`src/rtl/load_store_unit_pkg.sv`:
```
// Shared types and constants for the load/store unit: request/response bundles, memory op
// encodings and the LSU state enum.
package load_store_unit_pkg;

  localparam logic M_XRD = 1'b0;
  localparam logic M_XWR = 1'b1;

  localparam logic [2:0] MT_X  = 3'd0;
  localparam logic [2:0] MT_B  = 3'd1;
  localparam logic [2:0] MT_H  = 3'd2;
  localparam logic [2:0] MT_W  = 3'd3;
  localparam logic [2:0] MT_BU = 3'd5;
  localparam logic [2:0] MT_HU = 3'd6;

  typedef enum logic [1:0] {IDLE, REQ, WAIT, DONE} LsuState;

  typedef struct packed {
    logic [31:0] addr;
    logic        fcn;
    logic [2:0]  typ;
    logic [31:0] data;
  } MemReq;

  typedef struct packed {
    logic  req_valid;
    MemReq req;
  } MemoryIn;

  typedef struct packed {
    logic [31:0] data;
  } MemResp;

  typedef struct packed {
    MemResp res;
  } MemoryOut;

  // Halfwords must sit on even bytes and words on word boundaries.
  function automatic logic is_misaligned(input logic [2:0] typ, input logic [1:0] offset);
    logic mis;
    mis = 1'b0;
    if ((typ == MT_H) || (typ == MT_HU)) mis = offset[0];
    else if (typ == MT_W)                mis = (offset != 2'b00);
    return mis;
  endfunction

endpackage

```
`src/rtl/load_store_unit_align.sv`:
```
// Lane steering for the LSU: byte enables and replicated store data, plus load-lane
// extraction with sign/zero extension.
module lsu_align
  import load_store_unit_pkg::*;
(
  input  logic [2:0]  typ,
  input  logic [1:0]  offset,
  input  logic [31:0] store_data,
  input  logic [31:0] load_word,
  output logic [3:0]  be,
  output logic [31:0] wdata,
  output logic [31:0] load_data
);

  logic [7:0]  lane_b;
  logic [15:0] lane_h;

  assign lane_b = load_word[{offset, 3'b000} +: 8];
  assign lane_h = load_word[{offset[1], 4'b0000} +: 16];

  // Sub-word accesses ignore offset bits below their own size.
  always_comb begin
    be        = 4'hF;
    wdata     = store_data;
    load_data = load_word;
    case (typ)
      MT_B: begin
        be        = 4'b0001 << offset;
        wdata     = {4{store_data[7:0]}};
        load_data = {{24{lane_b[7]}}, lane_b};
      end
      MT_BU: begin
        be        = 4'b0001 << offset;
        wdata     = {4{store_data[7:0]}};
        load_data = {24'h0, lane_b};
      end
      MT_H: begin
        be        = 4'b0011 << {offset[1], 1'b0};
        wdata     = {2{store_data[15:0]}};
        load_data = {{16{lane_h[15]}}, lane_h};
      end
      MT_HU: begin
        be        = 4'b0011 << {offset[1], 1'b0};
        wdata     = {2{store_data[15:0]}};
        load_data = {16'h0, lane_h};
      end
      default: begin
        be        = 4'hF;
        wdata     = store_data;
        load_data = load_word;
      end
    endcase
  end

endmodule

```
`src/rtl/load_store_unit.sv`:
```
// Memory-stage data port: turns a pipeline memory request into one valid/ready bus transaction
// and stalls the core until it completes. Define LSU_MISALIGN_TRAP_EN to trap misaligned accesses.
module load_store_unit
  import load_store_unit_pkg::*;
(
  input  logic        clk,
  input  logic        reset,
  input  MemoryIn     dmem_in,
  output MemoryOut    dmem_out,
  output logic        cmiss_stall,
  output logic        exc_misaligned,
  output logic        bus_req_valid,
  input  logic        bus_req_ready,
  output logic [31:0] bus_addr,
  output logic        bus_we,
  output logic [3:0]  bus_be,
  output logic [31:0] bus_wdata,
  input  logic        bus_rsp_valid,
  input  logic [31:0] bus_rdata
);

  LsuState     state;
  logic        req_fcn;
  logic [2:0]  req_typ;
  logic [1:0]  req_off;
  logic [31:0] rdata_q;

  logic [2:0]  al_typ;
  logic [1:0]  al_off;
  logic [3:0]  al_be;
  logic [31:0] al_wdata;
  logic [31:0] al_load;

  // In IDLE the aligner sees the incoming request; afterwards it formats against the held one.
  assign al_typ = (state == IDLE) ? dmem_in.req.typ       : req_typ;
  assign al_off = (state == IDLE) ? dmem_in.req.addr[1:0] : req_off;

  lsu_align u_align (
    .typ        (al_typ),
    .offset     (al_off),
    .store_data (dmem_in.req.data),
    .load_word  (bus_rdata),
    .be         (al_be),
    .wdata      (al_wdata),
    .load_data  (al_load)
  );

  assign cmiss_stall       = dmem_in.req_valid && (state != DONE);
  assign dmem_out.res.data = rdata_q;

`ifndef LSU_MISALIGN_TRAP_EN
  assign exc_misaligned = 1'b0;
`endif

  always_ff @(posedge clk) begin
    if (reset) begin
      state         <= IDLE;
      req_fcn       <= M_XRD;
      req_typ       <= MT_X;
      req_off       <= 2'b00;
      rdata_q       <= 32'h0;
      bus_req_valid <= 1'b0;
      bus_addr      <= 32'h0;
      bus_we        <= 1'b0;
      bus_be        <= 4'h0;
      bus_wdata     <= 32'h0;
`ifdef LSU_MISALIGN_TRAP_EN
      exc_misaligned <= 1'b0;
`endif
    end else begin
      case (state)
        IDLE: begin
          if (dmem_in.req_valid) begin
            req_fcn <= dmem_in.req.fcn;
            req_typ <= dmem_in.req.typ;
            req_off <= dmem_in.req.addr[1:0];
`ifdef LSU_MISALIGN_TRAP_EN
            if (is_misaligned(dmem_in.req.typ, dmem_in.req.addr[1:0])) begin
              rdata_q        <= 32'h0;
              exc_misaligned <= 1'b1;
              state          <= DONE;
            end else
`endif
            begin
              bus_req_valid <= 1'b1;
              bus_addr      <= {dmem_in.req.addr[31:2], 2'b00};
              bus_we        <= (dmem_in.req.fcn == M_XWR);
              bus_be        <= al_be;
              bus_wdata     <= al_wdata;
              state         <= REQ;
            end
          end
        end
        REQ: begin
          if (bus_req_ready) begin
            bus_req_valid <= 1'b0;
            state         <= (req_fcn == M_XWR) ? DONE : WAIT;
          end
        end
        WAIT: begin
          if (bus_rsp_valid) begin
            rdata_q <= al_load;
            state   <= DONE;
          end
        end
        DONE: begin
`ifdef LSU_MISALIGN_TRAP_EN
          exc_misaligned <= 1'b0;
`endif
          state <= IDLE;
        end
      endcase
    end
  end

endmodule

```
`config.mk`:
```
export PLATFORM = sky130hd
export DESIGN_NAME = load_store_unit
export DESIGN_NICKNAME = d
export VERILOG_FILES = /design/src/rtl/load_store_unit_pkg.sv /design/src/rtl/load_store_unit_align.sv /design/src/rtl/load_store_unit.sv
export SDC_FILE = /design/constraint.sdc
export NUM_CORES = 1
export LEC_CHECK = 0
export CELL_PAD_IN_SITES_DETAIL_PLACEMENT = 1
export CELL_PAD_IN_SITES_GLOBAL_PLACEMENT = 2
export CORE_ASPECT_RATIO = 2
export CORE_UTILIZATION = 21
export DETAILED_ROUTE_END_ITERATION = 10
export HOLD_SLACK_MARGIN = 0.05
export PLACE_DENSITY_LB_ADDON = 0.3
export SYNTH_ARGS = -nofsm -noshare
export SYNTH_HDL_FRONTEND = slang
export SYNTH_SLANG_ARGS = --single-unit
```
`constraint.sdc`:
```
create_clock -name clk -period 2.5 [get_ports clk]
set_input_delay 0.25 -clock clk [delete_from_list [all_inputs] [get_ports clk]]
set_output_delay 0.25 -clock clk [all_outputs]
set_load 0.01 [all_outputs]
```
* After elaboration in Yosys (flattened, before gate mapping)
Index checks and enable logic that the tools add are counted.
W data, S select, Z words.
** Storage, ports and cells
- Bits in registers :: 107
- Memories :: 0
- Output and inout port bits :: 104
- Memory bits (read-only) :: 0
- Logic and storage cells :: 46
- Latch bits :: 0
- Memory bits (writable) :: 0
- Input port bits :: 105
** Operators by class
- Multiply operators :: 0
- Bitwise logic cells :: 0
- Reductions and logical operators :: 9
- Div/mod/pow operators :: 0
- Equal/unequal tests :: 11
- Order comparisons :: 0
- Shift-type cells :: 4
- Multiplexer cells :: 13
- $add $sub $neg :: 0
** Operators by type and width (count)
- $pmux W32 S4 :: 1
- $pmux W32 S2 :: 1
- $shiftx A32 B6 Y16 :: 1
- $shiftx A32 B6 Y8 :: 1
- $mux W2 :: 4
- $ne A2 B2 Y1 const B :: 4
- $pmux W2 S4 :: 1
- $pmux W4 S2 :: 1
- $eq A3 B3 Y1 const B :: 2
- $reduce_and A3 Y1 :: 2
- $eq A2 B2 Y1 const B :: 2
- $reduce_and A2 Y1 :: 2
- $reduce_or A2 Y1 :: 2
- $shl A1 B2 Y4 const A :: 1
- $shl A2 B2 Y4 const A :: 1
- $eq A3 B1 Y1 const B :: 1
- $eq A3 B2 Y1 const B :: 1
- $mux W1 :: 3
- $mux W3 :: 1
- $eq A2 B1 Y1 const B :: 1
- $logic_not A2 Y1 :: 1
- $pmux W1 S2 :: 1
- $reduce_bool A2 Y1 :: 1
- $logic_and A1 B1 Y1 :: 1

* Logic depth before layout (Yosys ltp)
- Word-level depth :: 5
- Gate-level depth with buffers :: 12
- Mapped depth without buffers :: 9

* Cells and area by module
A second synthesis with hierarchy kept.
** Unflattened totals
- Cells, all modules :: 689
- Area total of the unflattened synthesis :: 5305.1 sq um
** By module, submodules not included
- load_store_unit :: area each 3961.3 sq um, cells each 489, times used 1, sequential area each 2142.1 sq um
- lsu_align :: area each 1343.8 sq um, cells each 200, times used 1, sequential area each 0.0 sq um

* Least setup slack after synthesis
No wires, ideal clock.
- Kind :: reg2reg
- Start point :: reg state[0]
- End point :: reg rdata_q[26], in the netlist dmem_out[26]
- Data required time :: 2.419 ns
- Buffers on the path :: 4
- Setup slack :: -0.121 ns
- Clock period less this slack :: 2.621 ns
- Library setup time :: 0.081 ns
- Arrival :: 2.540 ns
- Cell stages (with the launch flop) :: 11
- Path through :: dfxtp_1 inv_1 ha_1 buf_2 mux2_2 ha_1 clkbuf_1 clkbuf_1 clkbuf_1 a21oi_1 a211oi_2
** Between the ends
- Word-level cells in the longest chain between the ends :: 4
- Elaborated cells on any way between the ends :: 12
- Classes of those cells :: eq/ne (5); shift (2); mux (3); reduce/logical (2)
** RTL lines
- start, declared :: line load_store_unit.sv:22 : LsuState state;
- start signal, assigned :: line load_store_unit.sv:97 : state <= (req_fcn == M_XWR) ? DONE : WAIT;
- $logic_not A2 Y1 :: line load_store_unit.sv:35, load_store_unit.sv:36
- $mux W2 / $mux W3 (equally long branches) :: line load_store_unit.sv:36, load_store_unit.sv:35
- $shiftx A32 B6 Y16, or another cell as far along :: line load_store_unit_align.sv:19 : assign lane_h = load_word[{offset[1], 4'b0000} +: 16];
- $pmux W32 S4 :: line load_store_unit_align.sv:26 : case (typ)
- end signal, assigned :: line load_store_unit.sv:102 : rdata_q <= al_load;
- end, declared :: line load_store_unit.sv:26 : logic [31:0] rdata_q;
Parallel ways exist; a longest one is shown, timed or not.
A chain may end at the register's enable or synchronous reset.

* Worst setup path in the final report
- Start point :: reg state[0]
- End point :: reg rdata_q[18], in the netlist dmem_out[18]
Same word-level chain as after synthesis.

==> impl_metrics.py <==
metrics = {
    "synth": {
        "synth_top_family_by_area": "compound AO/OA/AOI/OAI gates",
        "syn_area_per_cell_um2": 8.04,
        "synth.distinct_cells": 33,
        "synth_area_um2": 4770,
        "synthXorXnorAreaFrac": 0,
        "synth.ff_latch_count": 107,
        "synth_compound_area_frac": 0.222,
        "yosys.area_share.simple": 0.208,
        "ys.warnings.count": 0,
        "synthMuxAreaShare": 0.0467,
        "ys_seq_area_frac": 0.449,
        "synthCells": 593,
        "yosys.area_share.adder": 0.0184,
    },
    "floorplan": {
        "dieArea_um2": 23300,
        "die_h_um": 215,
        "num_io_pins": 209,
        "coreArea_um2": 22200,
        "start_util": 0.215,
        "rows": 77,
        "fp.dieW_um": 109,
    },
    "global_route": {
        "grt_util_all_layers": 0.169,
        "grt_pass1_wl_um": 29900,
        "grt-busiest-layer": "met2",
        "grt_pass1_vias": 5422,
        "overflow": 0,
        "met2_usage": 0.322,
        "use_met3": 0.0349,
        "grt_max_degree": 61,
        "grt_util_met1": 0.174,
        "antenna_found_initial": 0,
    },
    "worst_hold_path": {
        "min_delay_path_depth": 2,
        "hp-class": "input pin to register",
    },
    "layout": {
        "multiInputGateArea_um2": 2440,
        "layout-drive-gt1-share": 0.0861,
        "fin_cells": 1066,
        "area_growth_pct": 58.5,
        "fillers": 2653,
        "final_area_um2": 7550,
        "fin_util": 0.341,
        "regArea_um2": 2140,
        "insertedDiodeCount": 0,
        "final_nets": 897,
        "layout_commonest_cell": "clkdlybuf4s50_1",
        "layout_common_cells": "clkdlybuf4s50_1 (204), dfxtp_1 (107), nand2_1 (99)",
    },
    "drt": {
        "drt_pre_antenna_iters": 4,
        "wl_um": 19500,
        "antenna_left": 0,
        "avgViaCountPerCell": 4.68,
        "wire_per_inst_um": 18.3,
        "drc": 0,
        "drtIter0Drc": 165,
        "route.vias.total": 4986,
    },
    "setup_path": {
        "critical_path_class": "register to register",
        "critPathArrivalTime_ps": 2620,
        "cp_max_fo": 8,
        "crit_path_start_kind": "register",
        "worstPathRequired_ps": 2760,
        "worst-r2r-cell-count": 8,
        "endpoint_kind": "register",
    },
    "placed_design": {
        "dp_hpwl_um": 15000,
        "dp.cells": 1049,
        "place_congestion": 0.798,
        "port_buffers": 205,
        "place_area_um2": 7190,
    },
    "timing": {
        "hold_violations": 0,
        "slew_headroom": 0.505,
        "layout_worst_path_cycle_share": 0.944,
        "skew_ps": 6.42,
        "fin_tns_setup_ps": 0,
        "setup_viol": 0,
        "min_period_ps": 2360,
        "maxSlewViolCount": 0,
        "rsz0062_at_grt": "no",
        "worst_pin_slew_ps": 743,
        "clock.fmax_ghz": 0.424,
        "whs_ps": 434,
    },
    "pwr": {
        "power.leakage_nw": 2.66,
        "peakVddDrop_mv": 0.471,
        "power.density_nw_per_um2": 1080,
    },
    "clocking": {
        "cts_buffers": 9,
        "cts_max_level": 3,
        "clk_pin_slew_worst_paths_ps": 70,
        "clock_path_buffers": 2,
        "ctsHoldBuffers": 0,
        "cts_tree": "yes",
        "clock-sinks": 107,
        "clockRootBuffer": "clkbuf_16",
        "insertion_delay_ps": 350,
    },
    "flow_run": {
        "drv_cap": 0,
    },
    "run_status": {
        "run_status": "finished clean",
    },
}
-- stage by stage --
step / power, mW / worst slack (ps)
finish: 8.15 / 139
global route: 8.70 / 14.3
CTS: 8.19 / 4.96
detailed placement: 6.58 / 0.145
global placement: 6.47 / 114
floorplan: 4.64 / 13.7
-- critical path, cell delays in order, from the launching register on --
cell      delay, ps
dfxtp_1         340
inv_1           110
ha_2            230
buf_4           140
mux2_2          370
mux4_2          300
nand2_2         120
a211o_4         420
a211oi_1        230
-- cells in the mapped netlist, drive strengths merged --
cell type    n  area share
dfxtp      107        0.45
o211ai       2      0.0031
a222oi       1      0.0021
a31oi        1      0.0013
nor2b        1      0.0013
o32ai        2      0.0037
o22ai        4      0.0052
a211o        1      0.0037
mux2i       14       0.030
conb         1     0.00079
mux2         5       0.012
nand2b       9       0.012
nand3b      13       0.020
nor3b        8       0.013
clkbuf      45       0.035
inv         11      0.0087
a211oi      35       0.066
a21oi       85       0.089
nor3        32       0.034
o2bb2ai      1      0.0018
mux4         1      0.0047
o21ai       27       0.028
ha           7       0.018
and2         2      0.0026
a22oi       10       0.016
nor2        58       0.046
a311oi       1      0.0018
buf          7       0.010
nand2      102       0.080
-- power breakdown --
| group | total, mW | switching, mW | internal (mW) |
|---|---|---|---|
| clock network | 1.54 | 0.662 | 0.881 |
| registers | 2.43 | 0.271 | 2.16 |
| logic | 4.18 | 2.27 | 1.91 |
-- sequential cells by signal (all words and copies together), names as in the netlist --
name,cells
dmem_out,32
bus_req_valid,1
req_fcn,1
state,2
req_typ,3
bus_wdata,32
bus_addr,30
bus_be,4
req_off,2
-- worst paths after layout --
kind                      from      endpoint  slack (ps)
setup reg to reg      state[0]  dmem_out[18]         140
hold / removal           reset   dmem_out[2]         430
hold reg to reg   bus_wdata[1]  bus_wdata[1]         460
setup / recovery      state[0]  dmem_out[18]         140
-- per-layer routing --
| layer | part of all wire | routed length, um | vias up |
|---|---|---|---|
| met5 | 0 | 0 | - |
| met1 | 0.37 | 7180 | 2394 |
| met2 | 0.56 | 10800 | 144 |
| met4 | 0.023 | 457 | 0 |
| li1 | - | - | 2423 |
| met3 | 0.051 | 999 | 25 |
-- cells by family (layout without fill, tap and decap cells) --
| group | after synthesis | in the layout |
|---|---|---|
| compound gates | 170 | 171 |
| fa+ha+maj | 7 | 7 |
| buf+inv | 63 | 257 |
| flops | 107 | 107 |
| mux | 20 | 20 |
| other cells | 1 | 3 |
| simple gates | 225 | 225 |
-- area by class of cell --
| type | instances | share of cell area |
|---|---|---|
| clock inverters | 4 | 0.00994 |
| flip-flops and latches | 107 | 0.284 |
| repair buffers | 230 | 0.301 |
| multi-input cells | 426 | 0.323 |
| well taps | 276 | 0.0457 |
| clock buffers | 12 | 0.0313 |
| inverters | 11 | 0.00547 |
-- what timing repair did --
item	4_1_cts	5_1_grt
pin swaps	0	1
gates resized for setup	1	8
endpoints found under the setup margin	1	23
buffers inserted	0	0
cloned	0	1
hold endpoints to repair	0	0
No activity file was read; power rests on OpenSTA's default activity.
